--- config.mk ---
export PLATFORM = sky130hd
export DESIGN_NAME = fwd_tap_pipe
export DESIGN_NICKNAME = d
export VERILOG_FILES = /design/src/rtl/pipe_pkg.sv /design/src/rtl/fwd_match.sv /design/src/rtl/fwd_tap_pipe.sv
export SDC_FILE = /design/constraint.sdc
export NUM_CORES = 1
export LEC_CHECK = 0
export CORE_MARGIN = 2
export CORE_UTILIZATION = 55
export CTS_BUF_LIST = sky130_fd_sc_hd__clkbuf_8
export DETAILED_ROUTE_END_ITERATION = 6
export GPL_TIMING_DRIVEN = 0
export PLACE_DENSITY = 0.83
export SYNTH_ARGS = -nofsm -noshare
export SYNTH_HDL_FRONTEND = slang
export SYNTH_HIERARCHICAL = 1
export SYNTH_SLANG_ARGS = --single-unit
--- constraint.sdc ---
create_clock -name clk -period 4.8 [get_ports clk]
set_input_delay 0.96 -clock clk [delete_from_list [all_inputs] [get_ports clk]]
set_output_delay 0.96 -clock clk [all_outputs]
set_load 0.01 [all_outputs]
--- src/rtl/pipe_pkg.sv ---
// Shared types for the forwarding tap pipe.
// Entry record carried through each delay stage.
package pipe_pkg;

  localparam int RD_W     = 5;
  localparam int XLEN     = 32;
  localparam int STEP_DEF = 4;

  typedef struct packed {
    logic            valid;
    logic            we;
    logic [RD_W-1:0] rd;
    logic [XLEN-1:0] data;
    logic            data_ok;
  } fwd_entry_t;

  typedef fwd_entry_t [STEP_DEF-1:0] fwd_stages_t;

endpackage

--- src/rtl/fwd_match.sv ---
// Youngest-wins priority matcher over the in-flight stages.
// Index STEP-1 is youngest; x0 never matches.
module fwd_match
  import pipe_pkg::*;
#(
  parameter int STEP = STEP_DEF
) (
  input  fwd_entry_t [STEP-1:0] ent,
  input  logic [RD_W-1:0]       rs,
  output logic                  hit,
  output logic [XLEN-1:0]       data,
  output logic                  pend
);

  // Scan oldest to youngest so later (younger) matches override.
  always_comb begin
    hit  = 1'b0;
    data = '0;
    pend = 1'b0;
    if (rs != '0) begin
      for (int i = 0; i < STEP; i++) begin
        if (ent[i].valid && ent[i].we && ent[i].rd == rs) begin
          hit  = 1'b1;
          data = ent[i].data;
          pend = ~ent[i].data_ok;
        end
      end
    end
  end

endmodule

--- src/rtl/fwd_tap_pipe.sv ---
// Destination-tracking delay line with two forwarding query ports.
// Stage STEP-1 is youngest, stage 0 drives writeback.
module fwd_tap_pipe
  import pipe_pkg::*;
#(
  parameter int STEP       = STEP_DEF,
  parameter int FLUSH_FROM = 2
) (
  input  logic            clk,
  input  logic            rst_n,
  input  logic            stall,
  input  logic            flush,
  input  logic            in_valid,
  input  logic            in_we,
  input  logic [RD_W-1:0] in_rd,
  input  logic [XLEN-1:0] in_data,
  input  logic            in_data_ok,
  output logic            out_valid,
  output logic            out_we,
  output logic [RD_W-1:0] out_rd,
  output logic [XLEN-1:0] out_data,
  input  logic [RD_W-1:0] rs1,
  input  logic [RD_W-1:0] rs2,
  output logic            fwd1_hit,
  output logic            fwd2_hit,
  output logic [XLEN-1:0] fwd1_data,
  output logic [XLEN-1:0] fwd2_data,
  output logic            ld_use_stall
);

  fwd_entry_t [STEP-1:0] st_q;
  fwd_entry_t [STEP-1:0] st_d;
  fwd_entry_t            in_ent;
  logic                  pend1;
  logic                  pend2;

  // Next stage contents: shift on advance or flush, then kill young slots.
  always_comb begin
    in_ent.valid   = in_valid;
    in_ent.we      = in_we & in_valid & (in_rd != '0);
    in_ent.rd      = in_rd;
    in_ent.data    = in_data;
    in_ent.data_ok = in_data_ok;
    st_d = st_q;
    if (flush || !stall) begin
      for (int i = 0; i < STEP - 1; i++) begin
        st_d[i] = st_q[i+1];
      end
      st_d[STEP-1] = in_ent;
    end
    if (flush) begin
      for (int i = 0; i < STEP; i++) begin
        if (i >= FLUSH_FROM) begin
          st_d[i].valid = 1'b0;
          st_d[i].we    = 1'b0;
        end
      end
    end
  end

  // Stage registers.
  always_ff @(posedge clk or negedge rst_n) begin
    if (!rst_n) st_q <= '0;
    else        st_q <= st_d;
  end

  // Writeback view of the oldest stage.
  always_comb begin
    out_valid = st_q[0].valid;
    out_we    = st_q[0].we;
    out_rd    = st_q[0].rd;
    out_data  = st_q[0].data;
  end

  fwd_match #(.STEP(STEP)) u_m1 (
    .ent  (st_q),
    .rs   (rs1),
    .hit  (fwd1_hit),
    .data (fwd1_data),
    .pend (pend1)
  );

  fwd_match #(.STEP(STEP)) u_m2 (
    .ent  (st_q),
    .rs   (rs2),
    .hit  (fwd2_hit),
    .data (fwd2_data),
    .pend (pend2)
  );

  // Any winner still waiting on load data holds decode.
  always_comb begin
    ld_use_stall = pend1 | pend2;
  end

endmodule

# == Word-level counts from Yosys, hierarchy flattened ==
# Index checks and enable logic that the tools add are counted.
# word_totals
reg_bits,160
latch_bits,0
ramBits,0
rom_bits,0
in_bits,54
out_inout_bits,106
elab_cells,86
mem_count,0
# classes
add_sub_neg,0
multipliers,0
div,0
n_lt_le_gt_ge,0
eq_ne,8
shifts,0
mux,33
bitwise_logic,7
reduce_logical,18
# ops
operator,count
$mux 32,10
$mux 160,1
$eq 5x5->1,8
$mux 1,20
$reduce_bool 5->1,3
$logic_and 1x1->1,12
$mux 2,2
$not 1->1,4
$and 1x1->1,2
$reduce_bool 2->1,1
$logic_not 1->1,1
$logic_or 1x1->1,1
$or 1x1->1,1

# == Longest topological paths before layout ==
# Gate-level depths: netlist of run 1.
# depth
ltp_word,8
ltp_mapped,10
mapped_depth_nobuf,7

# == Hierarchy ==
# Netlist of run 1, hierarchy kept.
# by_module_without_submodules
module,n_inst,cells_each,area_each_um2,seq_area_each_um2
fwd_tap_pipe,1,714,6346.1,4003.8
fwd_match,2,202,1302.5,0.0

# == Least setup slack after synthesis of run 1 ==
# No wires, ideal clock.
# synth_timing
kind,input to output
startpoint,input port rs2[4]
endpoint,output port ld_use_stall
t_arrival_ps,2605
required_time_ps,3840
setup_slack_ps,1235
stages,9
path_buffers,2
cell_sequence,buf_2 xor2_1 nor4_2 nand4_1 nand3_2 buf_2 o21bai_1 o221ai_2 or2_2
# synth_between
elab_chain_len,8
word_cells_on_any_way,15
classes_between,eq/ne (4); mux (5); bitwise (1); reduce/logical (5)
# synth_lines
item,line,text
from (decl),fwd_tap_pipe.sv:23,"input logic [RD_W-1:0] rs2,"
$eq 5x5->1,fwd_match.sv:22,if (ent[i].valid && ent[i].we && ent[i].rd == rs) begin
$logic_and 1x1->1,fwd_match.sv:22,
$mux 1 (4 in series),fwd_match.sv:22,
$mux 1 (*),fwd_match.sv:20,if (rs != '0) begin
net pend2,fwd_tap_pipe.sv:35,logic pend2;
$or 1x1->1 (*),fwd_tap_pipe.sv:93,ld_use_stall = pend1 | pend2;
to (decl),fwd_tap_pipe.sv:28,output logic ld_use_stall
# Mark *: on every way through the listed nets, which the timed path passes. The rest lies on a longest branch.

# == Final worst setup path of run 1 ==
# layout_timing
startpoint,input port rs2[1]
endpoint,output port fwd2_data[19]
# layout_between
elab_chain_len,7
word_cells_on_any_way,14
classes_between,eq/ne (4); mux (5); reduce/logical (5)
# layout_lines
item,line,text
$eq 5x5->1,fwd_match.sv:22,
$logic_and 1x1->1,fwd_match.sv:22,
$mux 32 (4 in series),fwd_match.sv:22,
$mux 32 (*),fwd_match.sv:20,
to (decl),fwd_tap_pipe.sv:27,"output logic [XLEN-1:0] fwd2_data,"
# Every way passes the cells marked *; elsewhere a longest branch is shown, timed or not.

==> out/metrics.yaml, run 1 <==
pwr:
  pwr-share-clk: 0.321
  peakVddDrop_uv: 184
  combPwrFrac: 0.165
  leakagePower_uw: 0.00532
  power.switching_uw: 953
  switching_share: 0.291
  p_int_uw: 2320
  cellPowerDensity_nw_per_um2: 294
  p_seq_frac: 0.514
grt:
  grt_pass1_wl_mm: 43.6
  grt_pass1_vias: 8435
  met3_usage: 0.0706
  antenna_found_initial: 0
  grt_max_degree: 83
  grt_busiest_layer: "met2"
  met1_usage: 0.413
  met2_usage: 0.519
  grt_use_total: 0.317
  grt_overflow: 0
cts:
  clk_latency_ps: 450
  clockBufferDepth: 2
  ctsResizeCount: 0
  htreeDepth: 4
  post_cts_buffers: 0
  cts_tree: "done"
  cts_buffers: 17
  holdBufCountCts: 0
  cts_root_buf: "clkbuf_8"
  cts.sinks: 160
  cts.clk_slew.worst_paths_ps: 80
route:
  ant_nets: 0
  drc: 0
  drtPass1Iterations: 6
  drtIter0Drc: 969
  vias: 8772
  wl_per_cell_um: 18.0
  drt_wl_total_mm: 27.2
  routed_via_density: 5.79
placement:
  dp_cells: 1483
  place_area_um2: 10700
  port_buffers: 148
  place_ws_ps: 294
  gp_congestion: 0.878
  place_hpwl_mm: 19.4
worst_setup_path:
  start_kind: "input port"
  end_kind: "output port"
  worstPathRequired_ps: 3840
  max_stage_delay_ps: 620
  path_class: "input port to output port"
  cp_cell_sequence: "buf_2 > xor2_1 > nor4_2 > nand4_1 > a21oi_2 > buf_2 > a22oi_1 > o21ai_0 > clkdlybuf4s50_1"
  cp.arrival_ps: 3720
  critPathTopFamily: "buffers and inverters"
  path_buf_inv: 3
  crit_fanout: 10
  critPathSlowestCell: "clkdlybuf4s50_1"
  cp_common_cell: "buf_2"
sta:
  max_clock_freq_mhz: 214
  drv_slew: 0
  fin_crit_ps: 4680
  worstMarginPinSlew_ps: 635
  setup_slack_ps: 122
  maxSlewHeadroom: 0.577
  period_share: 0.975
  rsz0062_at_grt: "false"
  finClkSkew_ps: 9.80
  setup_tns_ps: 0
  hold_viol_final: 0
  setup_viol: 0
yosys:
  ys_ff_latch: 160
  synth_top_family_by_area: "simple AND/OR/NAND/NOR gates"
  synthCells: 1118
  ys_seq_area_frac: 0.447
  synth_fa_ha_area_frac: 0
  yosysWarnings: 6
  synth_area_um2: 8950
  synth-simple-area-share: 0.298
  synth_fp_nets: 1172
  synth.area.mux_share: 0.00335
  synth_compound_area_frac: 0.121
  synthDistinctLibCells: 36
  synth_xor_area_frac: 0.0391
  syn_area_per_cell_um2: 8.01
status:
  status: "finished, final reports clean"
floorplan:
  num_io_pins: 160
  die_area_um2: 17300
  start_util: 0.563
  die_x_um: 132
  rows: 46
  core_region_area_um2: 15900
  dieHeight_um: 132
layout:
  stdcell_count: 1514
  final_area_um2: 11200
  drive_above_1_share: 0.126
  most-common-layout-cells: "nand2_1 (528), dfrtp_1 (160), clkdlybuf4s50_1 (147)"
  finalNetCount: 1340
  fillCellCount: 1294
  area_growth_pct: 24.6
  diodes: 0
  mostFrequentLayoutCell: "nand2_1"
job:
  drv_cap: 0
min_path:
  hold_path_class: "input port to async pin"
routing by layer:
| metal | vias to the layer above | wire length [um] |
|---|---|---|
| met5 | - | 0 |
| met3 | 88 | 2740 |
| met1 | 4109 | 10700 |
| met4 | 0 | 960 |
| li1 | 4016 | - |
| met2 | 559 | 12800 |
layout make-up:
| cell class | instances | area [um2] | share of cell area |
|---|---|---|---|
| Sequential cell | 160 | 4000 | 0.359 |
| Tap cell | 216 | 270 | 0.0242 |
| Clock inverter | 11 | 140 | 0.0126 |
| Clock buffer | 20 | 275 | 0.0247 |
| Multi-Input combinational cell | 834 | 4130 | 0.371 |
| Timing Repair Buffer | 149 | 1510 | 0.136 |
| Buffer | 120 | 800 | 0.0717 |
| Inverter | 4 | 15.0 | 0.00135 |
synth_stat cells, drive strengths merged:
cell type,number,share of area
mux2i,3,0.0034
a22oi,2,0.0017
and2b,1,0.0011
a221o,54,0.060
nand3,58,0.034
o41ai,1,0.00098
dfrtp,160,0.45
inv,4,0.0017
and4,4,0.0039
nand4,16,0.013
nor2,12,0.0050
and3,2,0.0014
o221ai,2,0.0034
a32oi,8,0.0078
or4,1,0.00084
xor2,24,0.023
nand2,528,0.22
xnor2,16,0.016
o31a,2,0.0020
nand2b,1,0.00070
o21ai,10,0.0056
o21bai,2,0.0017
buf,114,0.087
nor3,10,0.0056
a21oi,66,0.038
nor4,8,0.0084
clkbuf,6,0.0025
nor3b,2,0.0028
or2,1,0.00070
power groups by stage:
stage                     clock, uW  sequential [uW]  combinational, uW
after floorplan                   0             1650                326
after global placement            0             1700                520
after detailed placement          0             1700                543
after CTS                      1060             1680                545
after global routing           1110             1710                596
final                          1050             1680                541
path summary, 6_finish.rpt:
| check | start | endpoint | slack, ps | depth (start not counted) |
|---|---|---|---|---|
| worst max-delay path | rs2[1] | fwd2_data[19] | 120 | 9 |
| worst min-delay path | rst_n | out_valid | 490 | 1 |
| worst max register to register | out_valid | out_valid | 4010 | 2 |
| worst min register to register | st_q[45] | out_data[4] | 520 | 2 |
| max in group asynchronous | rst_n | st_q[71] | 3480 | 2 |
| min in group clk | st_q[45] | out_data[4] | 520 | 2 |
registers in the layout, summed over array words and instances (netlist names):
name	cells
out_we	1
out_data	32
out_valid	1
st_q	121
out_rd	5
logic make-up (layout without fill, tap and decap cells):
kind of cell,Yosys count,count (layout)
simple gates,644,644
flops,160,160
mux,3,3
buf+inv,124,304
xor+xnor,40,40
compound gates,147,147
per-stage QoR:
stage	utilization	hold slack [ps]	power [uW]
2_1_floorplan	-	462	1970
3_3_place_gp	0.674	486	2220
3_5_place_dp	0.676	498	2240
4_1_cts	0.702	504	3280
5_1_grt	0.702	509	3420
6_report	0.702	491	3280
worst register-to-register path, stage by stage (launching register included):
cell and delay (ps):
dfrtp_1 500, nand2_1 100, nand2_1 70
(Power assumes the default switching activity.)
==> run 2, diff against run 1 <==
==> constraint.sdc (replaced) <==
create_clock -name clk -period 5.67 [get_ports clk]
set_input_delay 1.134 -clock clk [delete_from_list [all_inputs] [get_ports clk]]
set_output_delay 1.134 -clock clk [all_outputs]
set_load 0.01 [all_outputs]
==> results of run 2 <==
The final DEF is identical to that of run 1. Status: finished, final reports clean.
Main changes from that run: setup slack after placement 294 ps -> 816 ps; clock-pin slew on the worst setup and hold paths 80 ps -> 90 ps; setup slack after layout 122 ps -> 644 ps; hold slack 491 ps -> 519 ps; register-to-register setup slack 4010 ps -> 4880 ps; total power 3280 uW -> 2770 uW; worst IR drop on VDD 184 uV -> 156 uV
==> run 3, diff against run 2 <==
--- a/config.mk
+++ b/config.mk
@@ -10,6 +10,7 @@
 export CTS_BUF_LIST = sky130_fd_sc_hd__clkbuf_8
 export DETAILED_ROUTE_END_ITERATION = 6
 export GPL_TIMING_DRIVEN = 0
+export HOLD_SLACK_MARGIN = 0.15
 export PLACE_DENSITY = 0.83
 export SYNTH_ARGS = -nofsm -noshare
 export SYNTH_HDL_FRONTEND = slang
==> results of run 3 <==
The final DEF is identical to that of run 1. Status: finished, final reports clean.
Main changes from that run: setup slack after placement 294 ps -> 816 ps; clock-pin slew on the worst setup and hold paths 80 ps -> 90 ps; setup slack after layout 122 ps -> 644 ps; hold slack 491 ps -> 519 ps; register-to-register setup slack 4010 ps -> 4880 ps; total power 3280 uW -> 2770 uW; worst IR drop on VDD 184 uV -> 156 uV
